File: src/rtl/instr_fetch_seq_if.sv
// instr_fetch_seq_if: memory, decode and redirect signals of the fetch sequencer
interface instr_fetch_seq_if #(
  parameter int ADDR_W      = 19,
  parameter int BYTE_W      = 8,
  parameter int INSTR_BYTES = 4
);
  localparam int IW = INSTR_BYTES * BYTE_W;
  logic              fetch_en;
  logic [ADDR_W-1:0] mem_addr;
  logic [BYTE_W-1:0] mem_rdata;
  logic [IW-1:0]     instr;
  logic [ADDR_W-1:0] instr_pc;
  logic              instr_valid;
  logic              exec_done;
  logic              redirect_valid;
  logic [ADDR_W-1:0] redirect_pc;
  logic              halted;
  modport master (
    input  fetch_en, mem_rdata, exec_done, redirect_valid, redirect_pc,
    output mem_addr, instr, instr_pc, instr_valid, halted
  );
  modport slave (
    output fetch_en, mem_rdata, exec_done, redirect_valid, redirect_pc,
    input  mem_addr, instr, instr_pc, instr_valid, halted
  );
endinterface

File: src/rtl/instr_fetch_seq.sv
// instr_fetch_seq: byte-serial instruction fetch with valid/done handshake, redirect and halt parking
module instr_fetch_seq #(
  parameter int              ADDR_W      = 19,
  parameter int              BYTE_W      = 8,
  parameter int              INSTR_BYTES = 4,
  parameter logic [ADDR_W-1:0] RESET_PC  = '0,
  parameter bit              HALT_EN     = 1'b1
) (
  input logic               clk,
  input logic               rst_n,
  instr_fetch_seq_if.master bus
);
  localparam int IW    = INSTR_BYTES * BYTE_W;
  localparam int CNT_W = $clog2(INSTR_BYTES + 1);
  typedef enum logic [1:0] {S_FETCH, S_DECIDE, S_WAIT, S_HALT} state_t;
  state_t            r_state, w_state_n;
  logic [ADDR_W-1:0] r_pc, w_pc_n;
  logic [CNT_W-1:0]  r_cnt, w_cnt_n;
  logic [IW-1:0]     r_instr, w_instr_n;
  logic              r_valid, w_valid_n;
  logic              r_halted, w_halted_n;
  logic [IW-1:0]     w_shift;
  logic              w_last;
  assign w_shift          = (r_instr << BYTE_W) | IW'(bus.mem_rdata);
  assign w_last           = r_cnt == CNT_W'(INSTR_BYTES - 1);
  assign bus.mem_addr     = r_pc + ADDR_W'(r_cnt);
  assign bus.instr        = r_instr;
  assign bus.instr_pc     = r_pc;
  assign bus.instr_valid  = r_valid;
  assign bus.halted       = r_halted;
  // next-state: redirect beats everything in FETCH/DECIDE/HALT; WAIT only moves on exec_done
  always_comb begin
    w_state_n  = r_state;
    w_pc_n     = r_pc;
    w_cnt_n    = r_cnt;
    w_instr_n  = r_instr;
    w_valid_n  = r_valid;
    w_halted_n = r_halted;
    case (r_state)
      S_FETCH: begin
        if (bus.redirect_valid) begin
          w_pc_n  = bus.redirect_pc;
          w_cnt_n = '0;
        end else if (bus.fetch_en) begin
          w_instr_n = w_shift;
          w_cnt_n   = w_last ? '0 : r_cnt + 1'b1;
          w_state_n = w_last ? S_DECIDE : S_FETCH;
        end
      end
      S_DECIDE: begin
        if (bus.redirect_valid) begin
          w_pc_n    = bus.redirect_pc;
          w_cnt_n   = '0;
          w_state_n = S_FETCH;
        end else if (HALT_EN && r_instr == '0) begin
          w_halted_n = 1'b1;
          w_state_n  = S_HALT;
        end else begin
          w_valid_n = 1'b1;
          w_state_n = S_WAIT;
        end
      end
      S_WAIT: begin
        if (bus.exec_done) begin
          w_valid_n = 1'b0;
          w_state_n = S_FETCH;
          w_pc_n    = bus.redirect_valid ? bus.redirect_pc : r_pc + ADDR_W'(INSTR_BYTES);
        end
      end
      default: begin
        if (bus.redirect_valid) begin
          w_pc_n     = bus.redirect_pc;
          w_halted_n = 1'b0;
          w_cnt_n    = '0;
          w_state_n  = S_FETCH;
        end
      end
    endcase
  end
  // state register; reset drops any partial word or pending handshake
  always_ff @(posedge clk or negedge rst_n) begin
    if (!rst_n) begin
      r_state  <= S_FETCH;
      r_pc     <= RESET_PC;
      r_cnt    <= '0;
      r_instr  <= '0;
      r_valid  <= 1'b0;
      r_halted <= 1'b0;
    end else begin
      r_state  <= w_state_n;
      r_pc     <= w_pc_n;
      r_cnt    <= w_cnt_n;
      r_instr  <= w_instr_n;
      r_valid  <= w_valid_n;
      r_halted <= w_halted_n;
    end
  end
endmodule

File: src/flat_wrapper.sv
// flat-port wrapper written by rule: the top's interface ports become plain ports
module instr_fetch_seq_flat 
#(
  parameter int              ADDR_W      = 19,
  parameter int              BYTE_W      = 8,
  parameter int              INSTR_BYTES = 4,
  parameter logic [ADDR_W-1:0] RESET_PC  = '0,
  parameter bit              HALT_EN     = 1'b1
)
  (clk, rst_n, bus_fetch_en, bus_mem_rdata, bus_exec_done, bus_redirect_valid, bus_redirect_pc, bus_mem_addr, bus_instr, bus_instr_pc, bus_instr_valid, bus_halted);
  instr_fetch_seq_if #(.ADDR_W(ADDR_W), .BYTE_W(BYTE_W), .INSTR_BYTES(INSTR_BYTES)) bus_i ();
  input logic clk;
  input logic rst_n;
  input wire logic [$bits(bus_i.fetch_en)-1:0] bus_fetch_en;
  input wire logic [$bits(bus_i.mem_rdata)-1:0] bus_mem_rdata;
  input wire logic [$bits(bus_i.exec_done)-1:0] bus_exec_done;
  input wire logic [$bits(bus_i.redirect_valid)-1:0] bus_redirect_valid;
  input wire logic [$bits(bus_i.redirect_pc)-1:0] bus_redirect_pc;
  output wire logic [$bits(bus_i.mem_addr)-1:0] bus_mem_addr;
  output wire logic [$bits(bus_i.instr)-1:0] bus_instr;
  output wire logic [$bits(bus_i.instr_pc)-1:0] bus_instr_pc;
  output wire logic [$bits(bus_i.instr_valid)-1:0] bus_instr_valid;
  output wire logic [$bits(bus_i.halted)-1:0] bus_halted;
  assign bus_i.fetch_en = bus_fetch_en;
  assign bus_i.mem_rdata = bus_mem_rdata;
  assign bus_i.exec_done = bus_exec_done;
  assign bus_i.redirect_valid = bus_redirect_valid;
  assign bus_i.redirect_pc = bus_redirect_pc;
  assign bus_mem_addr = bus_i.mem_addr;
  assign bus_instr = bus_i.instr;
  assign bus_instr_pc = bus_i.instr_pc;
  assign bus_instr_valid = bus_i.instr_valid;
  assign bus_halted = bus_i.halted;
  instr_fetch_seq #(.ADDR_W(ADDR_W), .BYTE_W(BYTE_W), .INSTR_BYTES(INSTR_BYTES), .RESET_PC(RESET_PC), .HALT_EN(HALT_EN)) u_core (.clk(clk), .rst_n(rst_n), .bus(bus_i));
endmodule
File: config.mk
export PLATFORM = sky130hd
export DESIGN_NAME = instr_fetch_seq_flat
export DESIGN_NICKNAME = d
export VERILOG_FILES = /design/src/rtl/instr_fetch_seq_if.sv /design/src/rtl/instr_fetch_seq.sv /design/src/flat_wrapper.sv
export SDC_FILE = /design/constraint.sdc
export NUM_CORES = 1
export LEC_CHECK = 0
export CAP_MARGIN = 20
export CORE_ASPECT_RATIO = 1.1
export CORE_UTILIZATION = 47
export DETAILED_ROUTE_END_ITERATION = 7
export HOLD_SLACK_MARGIN = 0.15
export MAX_ROUTING_LAYER = met4
export PLACE_DENSITY = 0.81
export SYNTH_ARGS = -nofsm -noshare
export SYNTH_HDL_FRONTEND = slang
export SYNTH_SLANG_ARGS = --single-unit
File: constraint.sdc
create_clock -name clk -period 3.17 [get_ports clk]
set_clock_uncertainty 0.15 [all_clocks]
set_input_delay 0.951 -clock clk [delete_from_list [all_inputs] [get_ports clk]]
set_output_delay 0.951 -clock clk [all_outputs]
set_load 0.05 [all_outputs]
# Yosys cells after proc, flatten, opt, wreduce, memory -nomap -nowiden
# Cells that the tools add are included.
[word_totals] n_memories=0 wordCells=62 rom_bits=0 out_inout_bits=72 ram_bits=0 inputBits=32 latchBits=0 register_bits=58
[op_classes] shift=0 bitwise_logic=4 muxes=25 mul=0 eq_ne=9 n_lt_le_gt_ge=0 reduce_logical=15 add_sub_neg=3 div_mod_pow=0
[ops] cell="$mux W19" count=4
[ops] cell="$logic_not A32 Y1" count=1
[ops] cell="$or A32 B8 Y32" count=1
[ops] cell="$add A19 B3 Y19" count=1
[ops] cell="$add A19 B3 Y19 const B" count=1
[ops] cell="$mux W3" count=4
[ops] cell="$reduce_and A4 Y1" count=3
[ops] cell="$mux W2" count=5
[ops] cell="$ne A2 B2 Y1 const B" count=5
[ops] cell="$reduce_bool A2 Y1" count=5
[ops] cell="$mux W1" count=8
[ops] cell="$pmux W2 S3" count=1
[ops] cell="$pmux W3 S2" count=1
[ops] cell="$reduce_and A3 Y1" count=2
[ops] cell="$pmux W1 S2" count=2
[ops] cell="$reduce_bool A4 Y1" count=1
[ops] cell="$add A3 B1 Y3 const B" count=1
[ops] cell="$eq A3 B2 Y1 const B" count=1
[ops] cell="$not A1 Y1" count=3
[ops] cell="$eq A2 B1 Y1 const B" count=1
[ops] cell="$eq A2 B2 Y1 const B" count=1
[ops] cell="$logic_not A2 Y1" count=1
[ops] cell="$ne A2 B1 Y1 const B" count=1
[ops] cell="$reduce_and A2 Y1" count=1
[ops] cell="$reduce_or A2 Y1" count=1

# Logic depth before layout (Yosys ltp)
# Gate-level depths: netlist of the first run.
[logic_depth] ltp_word=5 mapped_depth=9 depth_no_buf=6

# Worst setup path before layout of the first run
# OpenSTA, ideal clock, no wires.
[synth_path] path_type="flip-flop to output port" startpoint="reg u_core.r_pc[0] (netlist: u_core.bus.instr_pc[0])" endpoint="out bus_mem_addr[16]" setup_slack_ns=-0.546 required_ns=2.069 t_arrival_ns=2.615 path_stages_with_launch=7 path_buffers=0 cell_sequence="dfrtp_1 -> ha_1 -> fa_1 -> a21o_1 -> nor4b_2 -> nand4_1 -> xnor2_1"
[synth_via] elab_chain_len=1
[synth_rtl] item="start, declared" line="instr_fetch_seq.sv:17" source="logic [ADDR_W-1:0] r_pc, w_pc_n;"
[synth_rtl] item="start signal, assigned" line="instr_fetch_seq.sv:91" source="r_pc <= w_pc_n;"
[synth_rtl] item="$add A19 B3 Y19" line="instr_fetch_seq.sv:26" source="assign bus.mem_addr = r_pc + ADDR_W'(r_cnt);"
[synth_rtl] item="end, declared" line="flat_wrapper.sv:19" source="output wire logic [$bits(bus_i.mem_addr)-1:0] bus_mem_addr;"
# Every way passes these cells.

# Worst setup path in the final report of the first run
[layout_path] startpoint="reg u_core.r_cnt[0]" endpoint="out bus_mem_addr[16]"
[layout_via] elab_chain_len=1
[layout_rtl] item="start, declared" line="instr_fetch_seq.sv:18" source="logic [CNT_W-1:0] r_cnt, w_cnt_n;"
[layout_rtl] item="start signal, assigned" line="instr_fetch_seq.sv:92" source="r_cnt <= w_cnt_n;"
[layout_rtl] item="$add A19 B3 Y19" line="instr_fetch_seq.sv:26"
# Every way passes these cells.

==> results of run 1 <==
power groups by stage:
stage / clock network, mW / registers (mW) / logic [mW]
3_3_place_gp: 0 / 1.39 / 3.23
2_1_floorplan: 0 / 2.27 / 1.15
5_1_grt: 0.799 / 1.46 / 3.60
6_report: 0.760 / 1.41 / 3.45
3_5_place_dp: 0 / 1.40 / 3.28
4_1_cts: 0.770 / 1.40 / 3.40
sequential cells by signal, summed over array words and instances, names as in the netlist:
signal                  cells
u_core.bus.instr           32
u_core.bus.instr_pc        19
u_core.r_cnt                3
u_core.r_state              2
u_core.bus.halted           1
u_core.bus.instr_valid      1
cells by family (layout without fill, tap and decap cells):
logic type	after synthesis	count (layout)	share of synthesized area
flops	58	58	0.440
xor+xnor	17	17	0.0452
compound gates	70	70	0.148
fa+ha+maj	9	9	0.0364
simple gates	98	98	0.168
buf+inv	30	160	0.0395
mux	36	36	0.123
area by class of cell:
class / instances / area, sq um
timing repair buffer: 137 / 1470
clock inverter: 5 / 77.6
tap: 82 / 103
clock buffer: 11 / 141
sequential: 58 / 1460
inverter: 7 / 26.3
multi-input combinational: 230 / 2030
fill: 401 / 1350
metrics by stage:
stage / cell area, sq um / util / power (mW) / hold slack [ns] / TNS (ns)
2_1_floorplan: 3460 / - / 3.43 / 0.335 / -0.0434
3_3_place_gp: 4810 / 0.720 / 4.62 / 0.351 / 0
3_5_place_dp: 4810 / 0.720 / 4.68 / 0.349 / 0
4_1_cts: 5220 / 0.783 / 5.57 / 0.371 / -0.851
5_1_grt: 5320 / 0.797 / 5.86 / 0.409 / -1.42
6_report: 5320 / 0.797 / 5.62 / 0.373 / -0.684
routing by layer:
metal / part of all wire / vias up / track usage
met1: 0.37 / 1564 / 0.332
met5: 0 / - / -
li1: - / 1440 / -
met4: 0.034 / 0 / 0.133
met3: 0.081 / 46 / 0.0711
met2: 0.52 / 208 / 0.471
path summary, 6_finish.rpt:
kind | startpoint | end | slack [ns] | cells after the start
max in group asynchronous | rst_n | u_core.bus.instr_pc[6] | 1.71 | 2
hold / removal | u_core.bus.halted | u_core.bus.halted | 0.37 | 2
min in group asynchronous | rst_n | u_core.bus.instr_pc[5] | 0.61 | 2
setup reg to reg | u_core.bus.instr_pc[3] | u_core.bus.instr_pc[16] | 0.86 | 6
setup / recovery | u_core.r_cnt[0] | bus_mem_addr[16] | -0.14 | 7
hold reg to reg | u_core.bus.halted | u_core.bus.halted | 0.37 | 2
critical path, stage by stage, from the launching register on:
cell     delay, ns
dfrtp_1       0.38
ha_4          0.15
fa_2          0.19
a21o_1        0.15
nor4b_4       0.32
nand4_1       0.28
xnor2_4       0.25
buf_12        0.15
cells in the mapped netlist, types with 3 or more instances:
library cell,instances
mux2_1,11
nand4_1,9
xnor2_1,11
clkbuf_1,10
nor2_1,20
a211oi_1,7
buf_2,11
dfrtp_1,58
ha_1,8
o32ai_1,4
mux2_2,24
nor2b_1,4
o21ai_1,3
xor2_1,6
o21ai_0,10
a21oi_1,13
nor4_1,11
nand2_1,23
o22ai_1,4
a31oi_1,3
nor3_1,5
nand3_1,9
a41o_1,3
inv_1,6
repair_timing:
item,CTS,global route
gates resized for setup,21,11
endpoints found under the setup margin,15,15
cloned,0,0
pin swaps,13,13
setup buffers,12,5
hold buffers,0,0
==> results by group, run 1 <==
Outcome
  – Run status: finished with violations
  – Violated checks: setup timing

STA
  – Max Slew Vio Count: 0
  – Fmax: 0.303 GHz
  – Final hold violations: 0
  – RSZ-0062 raised after global routing: true
  – Final setup viols: 8
  – Tcrit/Tclk final: 1.04
  – Worst max-slew margin expressed relative to the limit: 0.504
  – Worst Slack Setup Final: -0.135 ns
  – Slew at the pin with the worst max-slew slack: ~0.74 ns
  – Fin crit period: between 3 and 4 ns

Setup path
  – Startpoint Class: flop
  – Kind of end point of the critical path: output pin
  – Data arrival time of the critical path: between 2 and 2.5 ns
  – Required time at the endpoint of the critical path: ~2.1 ns
  – Largest fanout on the critical path: 3
  – Critical path class: flop to output pin

Route
  – DRC: 0
  – Pre-antenna DRT Iters: 5
  – Violation count after the first detailed-routing iteration: roughly 180
  – Average vias per placed instance: just over 6
  – Number of antenna-violating nets in the routed design: 0
  – Final Routed Wirelength: a little over 10 mm
  – Total number of vias: roughly 3300
  – Wire length per cell: about 19 microns

CTS
  – CTS tree: done
  – CTS Buffer Depth: 2
  – Clock H-tree levels: 3
  – Clock Root Buffer: clkbuf_8
  – Clock-pin transition on the worst setup and hold timing paths: 0.07 ns
  – Total CTS buffers: 9
  – Num Clock Sinks: 58
  – Latest clock arrival within the worst-skew pair: approximately 0.33 ns

Global routing
  – Number of antenna violations at the first check in global routing: 0
  – Combined global-route utilization of all metal layers: 0.291
  – Maximum number of pins on one net before global-route repair: 59
  – Number of global-route vias before repair: between 3000 and 4000
  – Global-route congestion overflow total: 0
  – Wire length of the first global-routing pass: about 16 mm

Place
  – Quantity of I/O buffers inserted on ports: roughly 100
  – Placer Congestion: 0.914
  – Worst slack after detailed placement: around 0.10 ns
  – Placed Cells incl. Taps: around 500
  – Placed wire-length estimate after detailed placement: about 7 mm

Cells and area
  – Diode count: 0
  – # nets final: a little under 500
  – Final instance count without filler cells: 530
  – Layout cells sized above 1: 0.306
  – Most common cell after layout, fill and taps aside: clkdlybuf4s50_1
  – Layout overhead on the synthesized area: 61.3%
  – Top library cells by usage in the layout, fill and taps aside: clkdlybuf4s50_1 (84), dfrtp_1 (48), buf_4 (32)

Floorplanning
  – Row cnt: 31
  – Effective utilization at floorplan: 0.494
  – Area of the die: about 7400 sq um
  – Width of the chip: a little over 80 microns
  – Die height: 89.8 microns
  – Boundary Pins: ~100
  – Placeable core region: around 6700 sq um

Power and ir drop
  – Net switching share of the total power: 0.487
  – IR Drop Worst-Case VDD: about 930 uV
  – Power density over the cells: around 1100 nW/um^2
  – Total net switching power: 2.74 mW
  – Part of the power in registers: 0.251
  – Static Leak: around 2.2 nW
  – Clk network pwr share: 0.135
  – Design internal power: 2.88 mW
  – Combinational Power Share: 0.614

Synth
  – Summed instance area of the synthesized netlist: approximately 3300 sq um
  – Dominant cell type by area after synthesis: dfrtp_1
  – Number of distinct library cell variants in the gate-level netlist after synthesis: a little under 60
  – Number of synthesized register bits: a little under 60
  – Portion of the post-synthesis area used by sequential elements: 0.440
  – Most used DFF post-synth: dfrtp_1
  – Number of enable-type register cells in the synthesized netlist: 0
  – Cell types with the largest area share after synthesis: dfrtp_1 (44%), mux2_2 (8.2%), mux2_1 (3.8%)
  – Gate Count Post-Synth: 318
  – Post-synth top area share: 0.440
  – Number of synthesis warnings: 0
  – Post-synth ARST share: 1.00
  – Average size of a mapped cell: a little over 10 sq um
  – Synth Net Count: ~360

Hold path
  – Type of the most critical hold path: flop to flop

Flow run
  – Maximum capacitance violations: 0
Note: power is estimated with default switching activity, not from simulation.
==> inputs of run 2 (changes only) <==
--- a/config.mk
+++ b/config.mk
@@ -5,6 +5,7 @@
 export SDC_FILE = /design/constraint.sdc
 export NUM_CORES = 1
 export LEC_CHECK = 0
+export ABC_CLOCK_PERIOD_IN_PS = 3170
 export CAP_MARGIN = 20
 export CORE_ASPECT_RATIO = 1.1
 export CORE_UTILIZATION = 47
==> results of run 2 <==
Final layout, timing and power as in run 1 (identical DEF).
